<file path="src/rtl/riscv_pkg.sv">
// Shared definitions for the memory access stage.
//   - funct3 load/store size codes
//   - FSM state encoding of mem_access_unit
//   - alignment check helper
package riscv_pkg;

    localparam int DATA_W = 32;

    localparam logic [2:0] F3_B  = 3'b000;
    localparam logic [2:0] F3_H  = 3'b001;
    localparam logic [2:0] F3_W  = 3'b010;
    localparam logic [2:0] F3_BU = 3'b100;
    localparam logic [2:0] F3_HU = 3'b101;

    typedef enum logic [1:0] {
        ST_IDLE = 2'd0,
        ST_REQ  = 2'd1,
        ST_WAIT = 2'd2
    } mau_state_e;

    // Byte accesses never misalign; halves need addr[0]=0; anything else
    // (word and unused codes) needs a word-aligned address.
    function automatic logic is_misaligned(input logic [2:0] size,
                                           input logic [1:0] addr_lo);
        logic mis;
        case (size)
            F3_B, F3_BU: mis = 1'b0;
            F3_H, F3_HU: mis = addr_lo[0];
            default:     mis = (addr_lo != 2'b00);
        endcase
        return mis;
    endfunction

endpackage

</file>
<file path="src/rtl/load_align.sv">
// Combinational load data extraction.
// Ports:
//   rdata_i  [31:0]  raw word returned by data memory
//   offset_i [1:0]   byte offset of the access inside the word
//   size_i   [2:0]   funct3 size code
//   data_o   [31:0]  lane-selected and sign/zero-extended load value
module load_align
    import riscv_pkg::*;
(
    input  logic [DATA_W-1:0] rdata_i,
    input  logic [1:0]        offset_i,
    input  logic [2:0]        size_i,
    output logic [DATA_W-1:0] data_o
);

    logic [7:0]  byte_sel;
    logic [15:0] half_sel;

    always_comb begin
        case (offset_i)
            2'd0:    byte_sel = rdata_i[7:0];
            2'd1:    byte_sel = rdata_i[15:8];
            2'd2:    byte_sel = rdata_i[23:16];
            default: byte_sel = rdata_i[31:24];
        endcase
        half_sel = offset_i[1] ? rdata_i[31:16] : rdata_i[15:0];

        case (size_i)
            F3_B:    data_o = {{24{byte_sel[7]}}, byte_sel};
            F3_BU:   data_o = {24'd0, byte_sel};
            F3_H:    data_o = {{16{half_sel[15]}}, half_sel};
            F3_HU:   data_o = {16'd0, half_sel};
            default: data_o = rdata_i;
        endcase
    end

endmodule

</file>
<file path="src/rtl/mem_access_unit.sv">
// MEM stage of the pipeline: retires ALU ops, issues loads/stores to the
// data memory with a req/gnt + rvalid handshake, aligns load data.
// Ports:
//   clk, rst_n                       clock, async active-low reset
//   valid_i, result_i, rd_i, wb_en_i op from EX/MEM (result_i = address)
//   read_en_i, update_en_i           load / store select (both = load)
//   store_data_i, size_i             store operand, funct3 size
//   ready_o                          high only when idle
//   dmem_req_o/we_o/addr_o/wdata_o/be_o, dmem_gnt_i, dmem_rvalid_i,
//   dmem_rdata_i                     data memory interface
//   wb_valid_o, wb_en_o, rd_o, wb_data_o, misalign_o  retire interface
module mem_access_unit
    import riscv_pkg::*;
(
    input  logic              clk,
    input  logic              rst_n,
    input  logic              valid_i,
    input  logic [DATA_W-1:0] result_i,
    input  logic [4:0]        rd_i,
    input  logic              wb_en_i,
    input  logic              read_en_i,
    input  logic              update_en_i,
    input  logic [DATA_W-1:0] store_data_i,
    input  logic [2:0]        size_i,
    output logic              ready_o,
    output logic              dmem_req_o,
    output logic              dmem_we_o,
    output logic [DATA_W-1:0] dmem_addr_o,
    output logic [DATA_W-1:0] dmem_wdata_o,
    output logic [3:0]        dmem_be_o,
    input  logic              dmem_gnt_i,
    input  logic              dmem_rvalid_i,
    input  logic [DATA_W-1:0] dmem_rdata_i,
    output logic              wb_valid_o,
    output logic              wb_en_o,
    output logic [4:0]        rd_o,
    output logic [DATA_W-1:0] wb_data_o,
    output logic              misalign_o
);

    function automatic logic [3:0] store_be(input logic [2:0] size,
                                            input logic [1:0] lo);
        logic [3:0] be;
        case (size)
            F3_B, F3_BU: be = 4'b0001 << lo;
            F3_H, F3_HU: be = 4'b0011 << {lo[1], 1'b0};
            default:     be = 4'b1111;
        endcase
        return be;
    endfunction

    // Replicate the operand across all lanes; byte enables pick the lane.
    function automatic logic [DATA_W-1:0] store_wdata(input logic [2:0] size,
                                                      input logic [DATA_W-1:0] data);
        logic [DATA_W-1:0] w;
        case (size)
            F3_B, F3_BU: w = {4{data[7:0]}};
            F3_H, F3_HU: w = {2{data[15:0]}};
            default:     w = data;
        endcase
        return w;
    endfunction

    mau_state_e        state_q, state_d;
    logic              we_q, we_d;
    logic [DATA_W-1:0] addr_q, addr_d;
    logic [DATA_W-1:0] wdata_q, wdata_d;
    logic [3:0]        be_q, be_d;
    logic [2:0]        size_q, size_d;
    logic [1:0]        offset_q, offset_d;
    logic              is_load_q, is_load_d;
    logic [4:0]        op_rd_q, op_rd_d;
    logic              op_wb_en_q, op_wb_en_d;
    logic              wb_valid_q, wb_valid_d;
    logic              wb_en_q, wb_en_d;
    logic [4:0]        rd_q, rd_d;
    logic [DATA_W-1:0] wb_data_q, wb_data_d;
    logic              misalign_q, misalign_d;

    logic [DATA_W-1:0] load_data;
    logic              mem_op;
    logic              complete;

    load_align u_load_align (
        .rdata_i  (dmem_rdata_i),
        .offset_i (offset_q),
        .size_i   (size_q),
        .data_o   (load_data)
    );

    assign mem_op   = read_en_i | update_en_i;
    // rvalid only counts once the request has been granted.
    assign complete = dmem_rvalid_i &&
                      ((state_q == ST_WAIT) || (state_q == ST_REQ && dmem_gnt_i));

    always_comb begin
        state_d    = state_q;
        we_d       = we_q;
        addr_d     = addr_q;
        wdata_d    = wdata_q;
        be_d       = be_q;
        size_d     = size_q;
        offset_d   = offset_q;
        is_load_d  = is_load_q;
        op_rd_d    = op_rd_q;
        op_wb_en_d = op_wb_en_q;
        rd_d       = rd_q;
        wb_data_d  = wb_data_q;
        wb_valid_d = 1'b0;
        wb_en_d    = 1'b0;
        misalign_d = 1'b0;

        case (state_q)
            ST_IDLE: begin
                if (valid_i) begin
                    if (!mem_op) begin
                        wb_valid_d = 1'b1;
                        wb_en_d    = wb_en_i && (rd_i != 5'd0);
                        rd_d       = rd_i;
                        wb_data_d  = result_i;
                    end else if (is_misaligned(size_i, result_i[1:0])) begin
                        wb_valid_d = 1'b1;
                        misalign_d = 1'b1;
                        rd_d       = rd_i;
                        wb_data_d  = result_i;
                    end else begin
                        state_d    = ST_REQ;
                        addr_d     = {result_i[31:2], 2'b00};
                        offset_d   = result_i[1:0];
                        size_d     = size_i;
                        is_load_d  = read_en_i;
                        we_d       = ~read_en_i;
                        be_d       = store_be(size_i, result_i[1:0]);
                        wdata_d    = store_wdata(size_i, store_data_i);
                        op_rd_d    = rd_i;
                        op_wb_en_d = wb_en_i;
                    end
                end
            end
            ST_REQ: begin
                if (dmem_gnt_i) begin
                    state_d = ST_WAIT;
                end
            end
            default: ;
        endcase

        if (complete) begin
            state_d    = ST_IDLE;
            wb_valid_d = 1'b1;
            rd_d       = op_rd_q;
            wb_en_d    = is_load_q && op_wb_en_q && (op_rd_q != 5'd0);
            if (is_load_q) begin
                wb_data_d = load_data;
            end
        end
    end

    always_ff @(posedge clk or negedge rst_n) begin
        if (!rst_n) begin
            state_q    <= ST_IDLE;
            we_q       <= 1'b0;
            addr_q     <= '0;
            wdata_q    <= '0;
            be_q       <= '0;
            size_q     <= '0;
            offset_q   <= '0;
            is_load_q  <= 1'b0;
            op_rd_q    <= '0;
            op_wb_en_q <= 1'b0;
            wb_valid_q <= 1'b0;
            wb_en_q    <= 1'b0;
            rd_q       <= '0;
            wb_data_q  <= '0;
            misalign_q <= 1'b0;
        end else begin
            state_q    <= state_d;
            we_q       <= we_d;
            addr_q     <= addr_d;
            wdata_q    <= wdata_d;
            be_q       <= be_d;
            size_q     <= size_d;
            offset_q   <= offset_d;
            is_load_q  <= is_load_d;
            op_rd_q    <= op_rd_d;
            op_wb_en_q <= op_wb_en_d;
            wb_valid_q <= wb_valid_d;
            wb_en_q    <= wb_en_d;
            rd_q       <= rd_d;
            wb_data_q  <= wb_data_d;
            misalign_q <= misalign_d;
        end
    end

    assign ready_o      = (state_q == ST_IDLE);
    assign dmem_req_o   = (state_q == ST_REQ);
    assign dmem_we_o    = we_q;
    assign dmem_addr_o  = addr_q;
    assign dmem_wdata_o = wdata_q;
    assign dmem_be_o    = be_q;
    assign wb_valid_o   = wb_valid_q;
    assign wb_en_o      = wb_en_q;
    assign rd_o         = rd_q;
    assign wb_data_o    = wb_data_q;
    assign misalign_o   = misalign_q;

endmodule

</file>
<file path="config.mk">
export PLATFORM = sky130hd
export DESIGN_NAME = mem_access_unit
export DESIGN_NICKNAME = d
export VERILOG_FILES = /design/src/rtl/riscv_pkg.sv /design/src/rtl/load_align.sv /design/src/rtl/mem_access_unit.sv
export SDC_FILE = /design/constraint.sdc
export NUM_CORES = 1
export LEC_CHECK = 0
export BUFFER_PORTS_ARGS = -buffer_cell sky130_fd_sc_hd__buf_4
export CORE_MARGIN = 2
export CORE_UTILIZATION = 49
export CTS_CLUSTER_SIZE = 14
export DETAILED_ROUTE_END_ITERATION = 6
export GPL_ROUTABILITY_DRIVEN = 0
export PLACE_DENSITY = 0.8
export SETUP_SLACK_MARGIN = 0.4
export SYNTH_ARGS = -nofsm -noshare
export SYNTH_HDL_FRONTEND = slang
export SYNTH_SLANG_ARGS = --single-unit
</file>
<file path="constraint.sdc">
create_clock -name clk -period 3.9 [get_ports clk]
set_clock_uncertainty 0.05 [all_clocks]
set_input_delay 0.195 -clock clk [delete_from_list [all_inputs] [get_ports clk]]
set_output_delay 0.195 -clock clk [all_outputs]
set_load 0.01 [all_outputs]
</file>
==> flow_summary.toml <==
[timing]
fmax_ghz = 0.391
tightest_slew_ns = 1.12
fin_hold_ws_ns = 0.0111
hold_viol = 0
timing.final.crit_share_pct = 65.6
relSlewSlack_pct = 24.5
slew_viol_final = 0
setup_viol = 0
fin_crit_ns = 2.56
rsz0062_at_grt = "no"
setup_tns_ns = 0

[cells_and_area]
insertedDiodeCount = 0
area_delta_synth_final_pct = 50.0
drive_gt1_share_pct = 32.8
final_cells = 949
final_nets = 906

[drt]
postRouteAntennaNets = 0
wl_per_cell_um = 18.9
wl_um = 17900
vias_per_cell = 5.57
first_iter_violations = 296
drt_first_pass_iters = 4
num_vias = 5285
drc_errors = 0

[critical_path]
worstReg2RegEnd = "wb_data_o[17]$_DFF_PN0_"
critPathLaunchType = "flop"
crit_fanout = 38
endpoint_kind = "flop"
worstPathArrival_ns = 2.76
cp_data_required_time_ns = 4.10
r2r_cells = 4
r2r-start = "size_q[1]$_DFFE_PN0P_"
crit_type = "reg2reg"
reg2reg_slack_ns = 1.34

[floorplanning]
floorplan.initialDensity_pct = 50.4
core_region_area_um2 = 11500
fp.dieArea_um2 = 12700
die_h_um = 113
die_w_um = 113
io_pins = 223
placementRows = 39

[pwr]
vdd_drop_max_v = 0.000506
pwr_density_cell_nw_per_um2 = 712
p_leak_nw = 4.16

[grt]
gr-total-overflow = 0
grt-busiest-layer = "met2"
grt_max_degree = 72
antenna_found_initial = 0
grt.met2_usage_pct = 48.2
grt_use_met3_pct = 10.4
grt_pass1_wl_um = 28400
use_met1_pct = 34.0
track_usage_pct = 28.8
grt_pass1_vias = 5462

[yosys]
yosysSeqAreaShare_pct = 52.4
synth.distinct_cells = 44
synth_seq_cells = 121
syn_avg_cell_area_um2 = 10.9
yosysWarnings = 0
synth_area_leaders = "dfrtp_1 (52%), mux2_1 (9.5%), mux2i_1 (9.4%)"
synthesis.instances = 531
yosysTopAreaCell = "dfrtp_1"
netlist.area_leader.share_pct = 52.4
syn-cell-area_um2 = 5780

[clocking]
htreeDepth = 4
numCtsBuffers = 17
clk_pin_slew_ns = 0.06
clk_path_buf_depth = 2
ctsRootBufferMaster = "clkbuf_16"
cts_tree = "yes"
clock_latency_ns = 0.42
post-cts-setup-buffer-count = 0
cts.sinks = 121

[hold_path]
whs_path_depth = 3
hold_path_end = "dmem_wdata_o[28]$_DFFE_PN0P_"
hold_start = "store_data_i[28]"
hp-class = "in2reg"

[outcome]
status = "complete, no violations"

[run]
maxCapViolations = 0

[placed_design]
portBuffers = 220
dp_cells = 860
dp_hpwl_um = 12100
-- routing by layer --
metal	share of wire, %	wire, µm	up-vias
met1	38	6820	2544
li1	-	-	2424
met2	49	8860	276
met4	3.0	530	0
met3	9.6	1720	41
met5	0	0	-
-- final cells by class --
type	count	area, µm²
clock buffers	23	478
repair buffers	283	2270
inverters	4	15.0
flip-flops and latches	121	3030
clock inverters	8	143
fillers	746	2800
well taps	143	179
multi-input cells	367	2550
-- critical path, cell delays in order, from the launching register on --
cell	delay [ns]
dfrtp_1	1.09
nor2_1	0.26
and3b_1	0.28
a211oi_4	0.57
a32oi_1	0.14
-- layout by cell type, fill, tap and decap left out, types with 4 or more instances in the layout --
cell type / instances
nor2_1: 16
o21ai_0: 36
a31oi_1: 5
buf_4: 225
bufinv_16: 4
clkbuf_16: 17
a22o_1: 8
nand2_1: 107
a21oi_1: 16
o22ai_1: 6
mux2i_1: 54
nor2b_1: 10
a22oi_1: 7
dlygate4sd3_1: 58
mux2_1: 49
dfrtp_1: 121
a32oi_1: 24
-- kinds of logic after synthesis --
logic type / after synthesis / share of synthesized area, %
AOI/OAI and AO/OA: 112 / 13.5
buffers and inverters: 44 / 3.83
DFF: 121 / 52.4
muxes: 104 / 19.1
other: 1 / 0.0649
and+or+nand+nor: 149 / 11.1
-- synthesized netlist by cell type (all sizes together) --
master     n
nand2    107
a22o       8
a2bb2oi    1
nor2      17
a32oi     24
a211oi     1
inv        3
and3b      2
conb       1
mux2      50
or3        1
nand3      1
clkbuf    17
a21oi     17
or2        1
o221ai     1
a221oi     1
o21ai     37
nand2b     2
clkinv     1
buf       23
or3b       2
nor4       1
nor3b      2
nand3b     1
o2111ai    1
a21o       1
o22ai      7
nor2b     10
a31oi      5
mux2i     54
or4        2
dfrtp    121
o211ai     1
a22oi      7
-- state kept, by name, summed over array words and instances, names as in the netlist, 2 cells and up --
name / count
dmem_addr_o: 30
dmem_be_o: 4
dmem_wdata_o: 32
offset_q: 2
op_rd_q: 5
rd_o: 5
size_q: 3
state_q: 2
wb_data_o: 32
-- per-stage QoR --
stage	util (%)	cell area [µm²]	setup slack [ns]	total power, mW
floorplan	-	5780	2.19	3.27
global placement	65.1	7470	1.55	4.36
detailed placement	65.1	7470	1.46	4.45
CTS	75.6	8670	1.42	6.18
global route	75.6	8670	1.15	6.50
finish	75.6	8670	1.34	6.17
-- power breakdown --
part	switching, mW	internal, mW	total [mW]
registers	0.427	1.81	2.24
clock network	0.549	1.11	1.66
logic	1.08	1.20	2.28
total	2.05	4.12	6.17
-- worst max-delay path by stage --
stage | start | end | slack [ns] | depth (start not counted)
after global placement | size_q[1]$_DFFE_PN0P_ | wb_data_o[31]$_DFF_PN0_ | 1.55 | 4
after global routing | size_q[1]$_DFFE_PN0P_ | wb_data_o[17]$_DFF_PN0_ | 1.15 | 4
after detailed placement | size_q[1]$_DFFE_PN0P_ | wb_data_o[27]$_DFF_PN0_ | 1.46 | 4
after CTS | size_q[1]$_DFFE_PN0P_ | wb_data_o[17]$_DFF_PN0_ | 1.42 | 4
after floorplan | state_q[1]$_DFFE_PN0P_ | wb_data_o[7]$_DFF_PN0_ | 2.19 | 5
final | size_q[1]$_DFFE_PN0P_ | wb_data_o[17]$_DFF_PN0_ | 1.34 | 4
-- what timing repair did --
action | CTS | global route
resized for setup | 0 | 0
hold buffers | 58 | 0
endpoints found under the hold margin | 92 | 0
Note: power is estimated with default switching activity, not from simulation.
